===== src/rtl/mdu_issue_ctrl.sv =====
// Issue/retire controller in front of the RV32M multiply/divide unit.
// Accepts one M-extension request at a time, resolves divide-by-zero and
// signed-overflow divides locally, otherwise holds operands on the MDU for
// the mode's fixed latency and captures the answer. Results leave through a
// valid/ready handshake; busy stalls the pipeline while not idle.
//
// Ports:
//   clk, rst            clock, synchronous active-high reset
//   flush               abort any in-flight or pending operation
//   req_*               request handshake, mode, operands, destination tag
//   mdu_num1/2, mdu_mode  operands and mode driven to the MDU
//   mdu_ans, mdu_error  MDU result and error code (bit 1 = unsupported)
//   res_*               result handshake, data, tag, illegal flag
//   busy                stall to the pipeline
module mdu_issue_ctrl #(
  parameter int unsigned MUL_LAT = 2,
  parameter int unsigned DIV_LAT = 34
) (
  input  logic        clk,
  input  logic        rst,
  input  logic        flush,
  input  logic        req_valid,
  output logic        req_ready,
  input  logic [7:0]  req_mode,
  input  logic [31:0] req_num1,
  input  logic [31:0] req_num2,
  input  logic [4:0]  req_rd,
  output logic [31:0] mdu_num1,
  output logic [31:0] mdu_num2,
  output logic [7:0]  mdu_mode,
  input  logic [31:0] mdu_ans,
  input  logic [1:0]  mdu_error,
  output logic        res_valid,
  input  logic        res_ready,
  output logic [31:0] res_data,
  output logic [4:0]  res_rd,
  output logic        res_illegal,
  output logic        busy
);

  localparam int unsigned DW = 32;
  localparam int unsigned MW = 8;
  localparam int unsigned RW = 5;
  localparam int unsigned CW = $clog2(DIV_LAT + 1);

  localparam logic [CW-1:0] MUL_LAST = CW'(MUL_LAT - 1);
  localparam logic [CW-1:0] DIV_LAST = CW'(DIV_LAT - 1);

  localparam logic [MW-1:0] MODE_DIV  = 8'h44;
  localparam logic [MW-1:0] MODE_DIVU = 8'h45;
  localparam logic [MW-1:0] MODE_REM  = 8'h46;
  localparam logic [MW-1:0] MODE_REMU = 8'h47;

  localparam logic [DW-1:0] INT_MIN = 32'h8000_0000;
  localparam logic [DW-1:0] ALL_ONE = 32'hFFFF_FFFF;

  typedef enum logic [1:0] {
    S_IDLE = 2'd0,
    S_EXEC = 2'd1,
    S_RESP = 2'd2
  } state_t;

  state_t        state_q, state_d;
  logic [CW-1:0] cnt_q, cnt_d;

  logic          res_valid_d;
  logic [DW-1:0] res_data_d;
  logic [RW-1:0] res_rd_d;
  logic          res_illegal_d;
  logic [DW-1:0] mdu_num1_d;
  logic [DW-1:0] mdu_num2_d;
  logic [MW-1:0] mdu_mode_d;

  logic accept;
  logic mode_legal;
  logic div_zero;
  logic rem_zero;
  logic ovf;
  logic exec_last;

  // Only the unsupported-mode bit of the MDU error code is meaningful here.
  logic unused_err;
  assign unused_err = mdu_error[0];

  assign req_ready = (state_q == S_IDLE) && !flush && !rst;
  assign busy      = (state_q != S_IDLE) && !rst;
  assign accept    = req_valid && req_ready;

  // Request classification for the locally resolved cases.
  assign mode_legal = (req_mode[7:3] == 5'b01000);
  assign div_zero   = ((req_mode == MODE_DIV) || (req_mode == MODE_DIVU)) && (req_num2 == '0);
  assign rem_zero   = ((req_mode == MODE_REM) || (req_mode == MODE_REMU)) && (req_num2 == '0);
  assign ovf        = (req_num1 == INT_MIN) && (req_num2 == ALL_ONE);

  // mdu_mode holds the in-flight mode during EXEC, so bit 2 selects divide latency.
  assign exec_last = mdu_mode[2] ? (cnt_q == DIV_LAST) : (cnt_q == MUL_LAST);

  // Next-state and next-output logic.
  always_comb begin
    state_d       = state_q;
    cnt_d         = cnt_q;
    res_valid_d   = res_valid;
    res_data_d    = res_data;
    res_rd_d      = res_rd;
    res_illegal_d = res_illegal;
    mdu_num1_d    = mdu_num1;
    mdu_num2_d    = mdu_num2;
    mdu_mode_d    = mdu_mode;

    case (state_q)
      S_IDLE: begin
        if (accept) begin
          res_rd_d      = req_rd;
          mdu_num1_d    = req_num1;
          mdu_num2_d    = req_num2;
          res_illegal_d = 1'b0;
          res_valid_d   = 1'b1;
          state_d       = S_RESP;
          if (!mode_legal) begin
            res_data_d    = '0;
            res_illegal_d = 1'b1;
          end else if (div_zero) begin
            res_data_d = ALL_ONE;
          end else if (rem_zero) begin
            res_data_d = req_num1;
          end else if ((req_mode == MODE_DIV) && ovf) begin
            res_data_d = INT_MIN;
          end else if ((req_mode == MODE_REM) && ovf) begin
            res_data_d = '0;
          end else begin
            res_valid_d = 1'b0;
            state_d     = S_EXEC;
            cnt_d       = '0;
            mdu_mode_d  = req_mode;
          end
        end
      end

      S_EXEC: begin
        if (exec_last) begin
          res_data_d    = mdu_ans;
          res_illegal_d = mdu_error[1];
          res_valid_d   = 1'b1;
          mdu_mode_d    = '0;
          cnt_d         = '0;
          state_d       = S_RESP;
        end else begin
          cnt_d = cnt_q + CW'(1);
        end
      end

      S_RESP: begin
        if (res_ready) begin
          res_valid_d = 1'b0;
          state_d     = S_IDLE;
        end
      end

      default: begin
        state_d     = S_IDLE;
        res_valid_d = 1'b0;
        mdu_mode_d  = '0;
        cnt_d       = '0;
      end
    endcase

    // Flush beats result handshake and EXEC completion.
    if (flush) begin
      state_d     = S_IDLE;
      res_valid_d = 1'b0;
      mdu_mode_d  = '0;
      cnt_d       = '0;
    end
  end

  // State and output registers.
  always_ff @(posedge clk) begin
    if (rst) begin
      state_q     <= S_IDLE;
      cnt_q       <= '0;
      res_valid   <= 1'b0;
      res_data    <= '0;
      res_rd      <= '0;
      res_illegal <= 1'b0;
      mdu_num1    <= '0;
      mdu_num2    <= '0;
      mdu_mode    <= '0;
    end else begin
      state_q     <= state_d;
      cnt_q       <= cnt_d;
      res_valid   <= res_valid_d;
      res_data    <= res_data_d;
      res_rd      <= res_rd_d;
      res_illegal <= res_illegal_d;
      mdu_num1    <= mdu_num1_d;
      mdu_num2    <= mdu_num2_d;
      mdu_mode    <= mdu_mode_d;
    end
  end

endmodule


===== config.mk =====
export PLATFORM = sky130hd
export DESIGN_NAME = mdu_issue_ctrl
export DESIGN_NICKNAME = d
export VERILOG_FILES = /design/src/rtl/mdu_issue_ctrl.sv
export SDC_FILE = /design/constraint.sdc
export NUM_CORES = 1
export LEC_CHECK = 0
export CAP_MARGIN = 10
export CELL_PAD_IN_SITES_DETAIL_PLACEMENT = 1
export CELL_PAD_IN_SITES_GLOBAL_PLACEMENT = 1
export CORE_ASPECT_RATIO = 1.75
export CORE_MARGIN = 4
export CORE_UTILIZATION = 29
export CTS_CLUSTER_DIAMETER = 60
export DETAILED_ROUTE_END_ITERATION = 6
export PLACE_DENSITY_LB_ADDON = 0.05
export SLEW_MARGIN = 20
export SYNTH_ARGS = -nofsm -noshare
export SYNTH_HDL_FRONTEND = slang
export SYNTH_SLANG_ARGS = --single-unit

===== constraint.sdc =====
create_clock -name clk -period 3.16 [get_ports clk]
set_clock_uncertainty 0.15 [all_clocks]
set_input_delay 0.79 -clock clk [delete_from_list [all_inputs] [get_ports clk]]
set_output_delay 0.79 -clock clk [all_outputs]
set_load 0.005 [all_outputs]

==> reports/results.tsv, run 1 <==
stage	metric	value	unit
outcome	status	finished, final reports clean	
routing	dr.pass1.iters	4	
synth	yosysTopAreaCell	dfxtp_1	
cts	ctsResizeCount	2	
sta	setup_violations	0	
pwr	p_leak	3.21	nW
pwr	sw_frac_of_total	0.220	
cells_and_area	fin_cells	1193	
worst_hold_path	min_path_type	reg2reg	
cells_and_area	regArea	2380	sq um
synth	yosysUniqueCellTypes	42	
cells_and_area	stdcell_area	8740	sq um
sta	finalHoldViolations	0	
routing	routedWlPerCell	18.4	microns
cts	postCtsHoldBufs	0	
cells_and_area	nNetsFinal	1064	
pwr	powerDensity	473	nW/um^2
synth	async_reset_ff_frac	0	
cts	cts_root_buf	clkbuf_16	
placed_design	port_buffers	227	
synth	yosysMostFrequentCell	nand2_1	
grt	grt-ovfl-total	0	
cts	clkTransAtPathRegs	0.05	ns
routing	first_iter_violations	116	
placed_design	dp.cells	1161	
worst_hold_path	hold_depth	2	
grt	grt_pass1_vias	6312	
die	coreArea	18000	sq um
sta	slew_viol_final	0	
synth	ys_warn_count	0	
grt	grt_max_degree	72	
cells_and_area	multi_input_area	2700	sq um
cts	cts_buffer_depth	2	
routing	drc	0	
synth	synthCells	694	
cts	cts_buffers	17	
sta	min_period_over_period	0.950	
die	dieArea	20500	sq um
routing	via_per_inst	4.83	
placed_design	hpwl	16800	microns
cells_and_area	area_delta_synth_final	65.7	%
routing	wl	21900	microns
flow_run	max_cap_violations	0	
cells_and_area	n_fill_cell	2201	
cells_and_area	layout-drive-gt1-share	0.0981	
sta	period_needed	3.00	ns
synth	synth_edf_count	0	
synth	ys_seq_area_frac	0.452	
grt	grt_usage	0.216	
setup_path	worstSetupPathType	in2reg	
die	die_h	186	microns
sta	relSlewSlack	0.595	
die	start_util	0.293	
cts	cts_tree	yes	
pwr	p_total	4.13	mW
pwr	clkPwrFrac	0.517	
grt	grt_pass1_wl	34000	microns
synth	synth-seq-cells	119	
pwr	irDropWorstVdd	392	uV
sta	worstMarginPinSlew	0.607	ns
die	rows	65	
pwr	p_comb_frac	0.108	
synth	synth_common_cells	257 x nand2_1, 119 x dfxtp_1, 75 x a21oi_1	
setup_path	worstSetupStartpointType	primary input	
cts	cts_max_level	4	
cts	clk_latency	0.41	ns
synth	avgSynthCellArea	7.60	sq um
cts	post-cts-setup-buffer-count	0	
pwr	internal-power	3.22	mW
synth	synth_ff_type	dfxtp_1	
cts	cts.sinks	119	
synth	synth_top_area_frac	0.452	
die	die_w	110	microns
synth	syn_nets	812	
routing	ant_nets	0	
setup_path	cp_max_fo	6	
pwr	p_sw	909	uW
synth	yosys-top-cells-area	dfxtp_1 45%, nand2_1 18%, a21oi_1 7.1%	
synth	syn-cell-area	5270	sq um
setup_path	cp.arrival	3.17	ns
pwr	seqPwrFrac	0.375	
setup_path	end_kind	register	
routing	vias	5758	
setup_path	r2r_cells	8	
placed_design	postPlaceCellArea	8090	sq um
placed_design	place_congestion	0.764	
sta	rsz0062_at_grt	no	
sta	fmax	333	MHz
grt	antenna_found_initial	1	
die	num_io_pins	229	
setup_path	cp.required	3.33	ns
worst max-delay path, cell delays in order:
cell and delay [ns]:
clkdlybuf4s50_1 0.47, nor4_2 0.51, buf_4 0.19, and4_1 0.25, nand4_1 0.21, nor2_4 0.23, o21ai_1 0.24, a211oi_1 0.27
per-stage QoR:
stage	hold slack, ns	util	TNS [ns]	setup WS (ns)
after CTS	0.278	0.486	0	0.0136
after floorplan	0.276	-	0	0.535
after global placement	0.269	0.450	-22.35	-0.495
final	0.274	0.486	0	0.159
after detailed placement	0.270	0.450	-25.84	-0.567
after global routing	0.297	0.486	0	0.0583
layout make-up:
cell class,instances,area share
Clock buffer,22,0.0531
Antenna cell,1,0.000286
Sequential cell,119,0.273
Multi-Input combinational cell,524,0.308
Clock inverter,9,0.0198
Timing Repair Buffer,279,0.310
Tap cell,234,0.0335
Inverter,5,0.00215
cell families (layout without fill, tap and decap cells):
kind of cell | count (synthesis) | count (layout) | share of synthesized area
adder cells (fa/ha/maj) | 2 | 2 | 0.00474
AND/OR/NAND/NOR | 359 | 359 | 0.303
buffers and inverters | 51 | 315 | 0.0410
flip-flops | 119 | 119 | 0.452
multiplexers | 35 | 35 | 0.0664
other | 0 | 1 | 0
AO/OA/AOI/OAI | 127 | 127 | 0.131
XOR/XNOR | 1 | 1 | 0.00166
layout by cell type (no fill, tap or decap), types with 2 or more instances in the layout:
master / n
nand4_1: 8
nor2_1: 16
nand3_1: 7
clkbuf_8: 2
nor3_1: 5
dfxtp_1: 119
clkbuf_1: 3
nor4_1: 9
clkbuf_16: 17
o32ai_1: 2
inv_1: 4
or4_1: 2
or4b_1: 4
nor2b_1: 31
a211oi_1: 2
a31oi_1: 3
clkdlybuf4s50_1: 225
clkinv_2: 3
buf_12: 4
a21oi_1: 75
mux2i_1: 35
and3_1: 2
nand4b_1: 2
o21ai_0: 36
ha_1: 2
nand2_1: 256
bufinv_16: 5
and4_1: 2
or2_2: 2
nor4b_1: 4
buf_4: 48
final timing paths:
| check | startpoint | end | slack [ns] |
|---|---|---|---|
| worst max-delay path | req_num1[22] | cnt_q[2] | 0.16 |
| worst min-delay path | mdu_mode[5] | mdu_mode[5] | 0.27 |
| worst max register to register | cnt_q[0] | res_data[5] | 0.80 |
| worst min register to register | mdu_mode[5] | mdu_mode[5] | 0.27 |
flip-flops by register name, summed over array words and instances, names as in the netlist:
name         flops
mdu_num2        32
state_q          2
cnt_q            6
mdu_num1        32
res_rd           5
res_illegal      1
mdu_mode         8
res_valid        1
res_data        32
power groups by stage:
stage	combinational, mW	clock (mW)	sequential [mW]
3_3_place_gp	0.443	0	1.58
6_report	0.447	2.13	1.55
2_1_floorplan	0.130	0	1.58
4_1_cts	0.454	2.18	1.55
3_5_place_dp	0.450	0	1.58
5_1_grt	0.483	2.25	1.55
metal layers:
| layer | GRT usage | part of all wire | vias to the layer above |
|---|---|---|---|
| li1 | - | - | 2822 |
| met1 | 0.224 | 0.36 | 2731 |
| met2 | 0.397 | 0.54 | 179 |
| met3 | 0.0633 | 0.069 | 26 |
| met4 | 0.0754 | 0.023 | 0 |
| met5 | 0 | 0 | - |
(Power assumes the default switching activity.)
==> inputs of run 2 (changes only) <==
--- a/config.mk
+++ b/config.mk
@@ -14,6 +14,7 @@
 export CTS_CLUSTER_DIAMETER = 60
 export DETAILED_ROUTE_END_ITERATION = 6
 export PLACE_DENSITY_LB_ADDON = 0.05
+export SKIP_CTS_REPAIR_TIMING = 1
 export SLEW_MARGIN = 20
 export SYNTH_ARGS = -nofsm -noshare
 export SYNTH_HDL_FRONTEND = slang
==> constraint.sdc (replaced) <==
create_clock -name clk -period 3.26 [get_ports clk]
set_clock_uncertainty 0.15 [all_clocks]
set_input_delay 0.815 -clock clk [delete_from_list [all_inputs] [get_ports clk]]
set_output_delay 0.815 -clock clk [all_outputs]
set_load 0.005 [all_outputs]
==> run 2 against run 1 <==
- global-route usage is 0.41 points lower
- setup slack lost 0.077 ns
- sequential share of layout area is 0.57 points higher
- combinational power down 4.9%
- register-to-register slack improved by 0.09 ns
- highest routed layer unchanged
==> reports/results.tsv, run 2 (synthesized netlist as in run 1, its figures left out) <==
stage	metric	value	unit
routing	ant_nets	0	
flow_run	max_cap_violations	0	
sta	rsz0062_at_grt	no	
grt	grt-busiest-layer	met2	
cts	clk_latency	0.41	ns
sta	fmax	315	MHz
sta	setup_violations	0	
setup_path	max_stage_delay	0.53	ns
worst_hold_path	min_path_type	reg2reg	
setup_path	cp_max_fo	2	
setup_path	slowest_stage	clkdlybuf4s50_1	
setup_path	cp_top_family	buffers and inverters	
setup_path	worstSetupStartpointType	primary input	
cts	clkTransAtPathRegs	0.05	ns
outcome	status	finished, final reports clean	
grt	grt_util_met3	0.0696	
sta	period_needed	3.18	ns
grt	grt_pass1_wl	33200	microns
setup_path	rr_endpoint	res_data[4]	
setup_path	startpoint	flush	
cells_and_area	n_fill_cell	2191	
placed_design	hpwl	16600	microns
cts	cts_root_buf	clkbuf_16	
cts	cts_max_level	4	
cts	cts.sinks	119	
sta	finalHoldViolations	0	
cts	cts_buffer_depth	2	
cts	cts_buffers	17	
grt	grt_pass1_vias	6250	
cells_and_area	final_util	0.476	
grt	grt-ovfl-total	0	
grt	grtUsageMet2	0.394	
sta	min_period_over_period	0.975	
sta	slew_viol_final	0	
routing	via_per_inst	4.88	
grt	met1_usage	0.211	
setup_path	path_buf_inv	2	
die	die_w	110	microns
pwr	p_total	3.59	mW
routing	routedWlPerCell	18.2	microns
routing	dr.pass1.iters	4	
die	start_util	0.293	
placed_design	dp.cells	1154	
grt	antenna_found_initial	0	
cells_and_area	nNetsFinal	1057	
setup_path	cp.required	2.29	ns
setup_path	path_cells	clkdlybuf4s50_1, or2_1, nor3_4, clkdlybuf4s50_1	
cells_and_area	n_antenna_cell	0	
setup_path	r2r-start	cnt_q[0]	
worst_hold_path	hold_end	mdu_mode[7]	
die	die_h	186	microns
die	num_io_pins	229	
cells_and_area	layout-drive-gt1-share	0.0924	
die	coreArea	18000	sq um
placed_design	port_buffers	227	
placed_design	postPlaceCellArea	8040	sq um
setup_path	r2r_slack	0.89	ns
setup_path	end_kind	primary output	
worst_hold_path	hold_start	mdu_mode[7]	
setup_path	crit_cells	4	
setup_path	worstSetupPathType	in2out	
die	dieArea	20500	sq um
routing	vias	5789	
cells_and_area	area_delta_synth_final	62.3	%
grt	grt_usage	0.211	
setup_path	cpMostUsedCell	clkdlybuf4s50_1	
cts	cts_tree	yes	
pwr	p_leak	3.10	nW
routing	first_iter_violations	122	
routing	drc	0	
cells_and_area	stdcell_area	8560	sq um
setup_path	r2r_cells	8	
cells_and_area	mostFrequentLayoutCell	nand2_1	
sta	relSlewSlack	0.440	
pwr	irDropWorstVdd	331	uV
placed_design	place_congestion	0.761	
sta	worstMarginPinSlew	0.837	ns
routing	wl	21600	microns
worst_hold_path	hold_depth	2	
grt	grt_max_degree	72	
cells_and_area	top_regs	mdu_num1 x32, mdu_num2 x32, res_data x32	
cells_and_area	fin_cells	1186	
cells_and_area	layout_common_cells	256 x nand2_1, 226 x clkdlybuf4s50_1, 119 x dfxtp_1	
die	rows	65	
setup_path	cp.arrival	2.21	ns
pwr	powerDensity	419	nW/um^2
run 2: where the power goes:
part	switching, mW	leakage [nW]	total (mW)	internal (mW)
Combinational	0.182	1.89	0.425	0.243
Clock	0.699	0.244	1.66	0.961
Sequential	0.0170	0.963	1.50	1.49
Total	0.898	3.10	3.59	2.69
run 2: final cells by class:
type	count	area (sq um)	area share
multi-input cells	524	2690	0.315
repair buffers	272	2660	0.310
flip-flops and latches	119	2380	0.278
clock buffers	19	433	0.0506
well taps	234	293	0.0342
clock inverters	13	85.1	0.00994
inverters	5	18.8	0.00219
run 2: tightest hold or removal path, cell delays in order, from the launching register on:
cell and delay, ns:
dfxtp_1 0.31, nand2_1 0.06, nor2_1 0.03
run 2: how the worst max path moves through the flow:
stage	to	slack [ns]
floorplan	res_data[10]	0.61
global placement	res_data[3]	-0.40
detailed placement	cnt_q[2]	-0.46
CTS	cnt_q[2]	-0.0005
global route	req_ready	0.03
finish	req_ready	0.08
run 2: per-stage QoR:
| step | hold WS, ns | TNS (ns) | worst slack [ns] |
|---|---|---|---|
| 4_1_cts | 0.295 | -0.000465 | -0.000465 |
| 5_1_grt | 0.319 | 0 | 0.0253 |
| 3_3_place_gp | 0.269 | -17.95 | -0.404 |
| 2_1_floorplan | 0.276 | 0 | 0.610 |
| 6_report | 0.289 | 0 | 0.0821 |
| 3_5_place_dp | 0.288 | -19.43 | -0.459 |
run 2: routing by layer:
| metal | part of all wire | vias to the layer above |
|---|---|---|
| li1 | - | 2814 |
| met4 | 0.019 | 0 |
| met2 | 0.55 | 185 |
| met1 | 0.36 | 2762 |
| met5 | 0 | - |
| met3 | 0.073 | 28 |
==> inputs of run 3 (changes only) <==
--- a/config.mk
+++ b/config.mk
@@ -15,7 +15,6 @@
 export DETAILED_ROUTE_END_ITERATION = 6
 export PLACE_DENSITY_LB_ADDON = 0.05
 export SKIP_CTS_REPAIR_TIMING = 1
-export SLEW_MARGIN = 20
 export SYNTH_ARGS = -nofsm -noshare
 export SYNTH_HDL_FRONTEND = slang
 export SYNTH_SLANG_ARGS = --single-unit
==> results of run 3 <==
No change in the layout: final DEF, timing and power equal those of run 2.
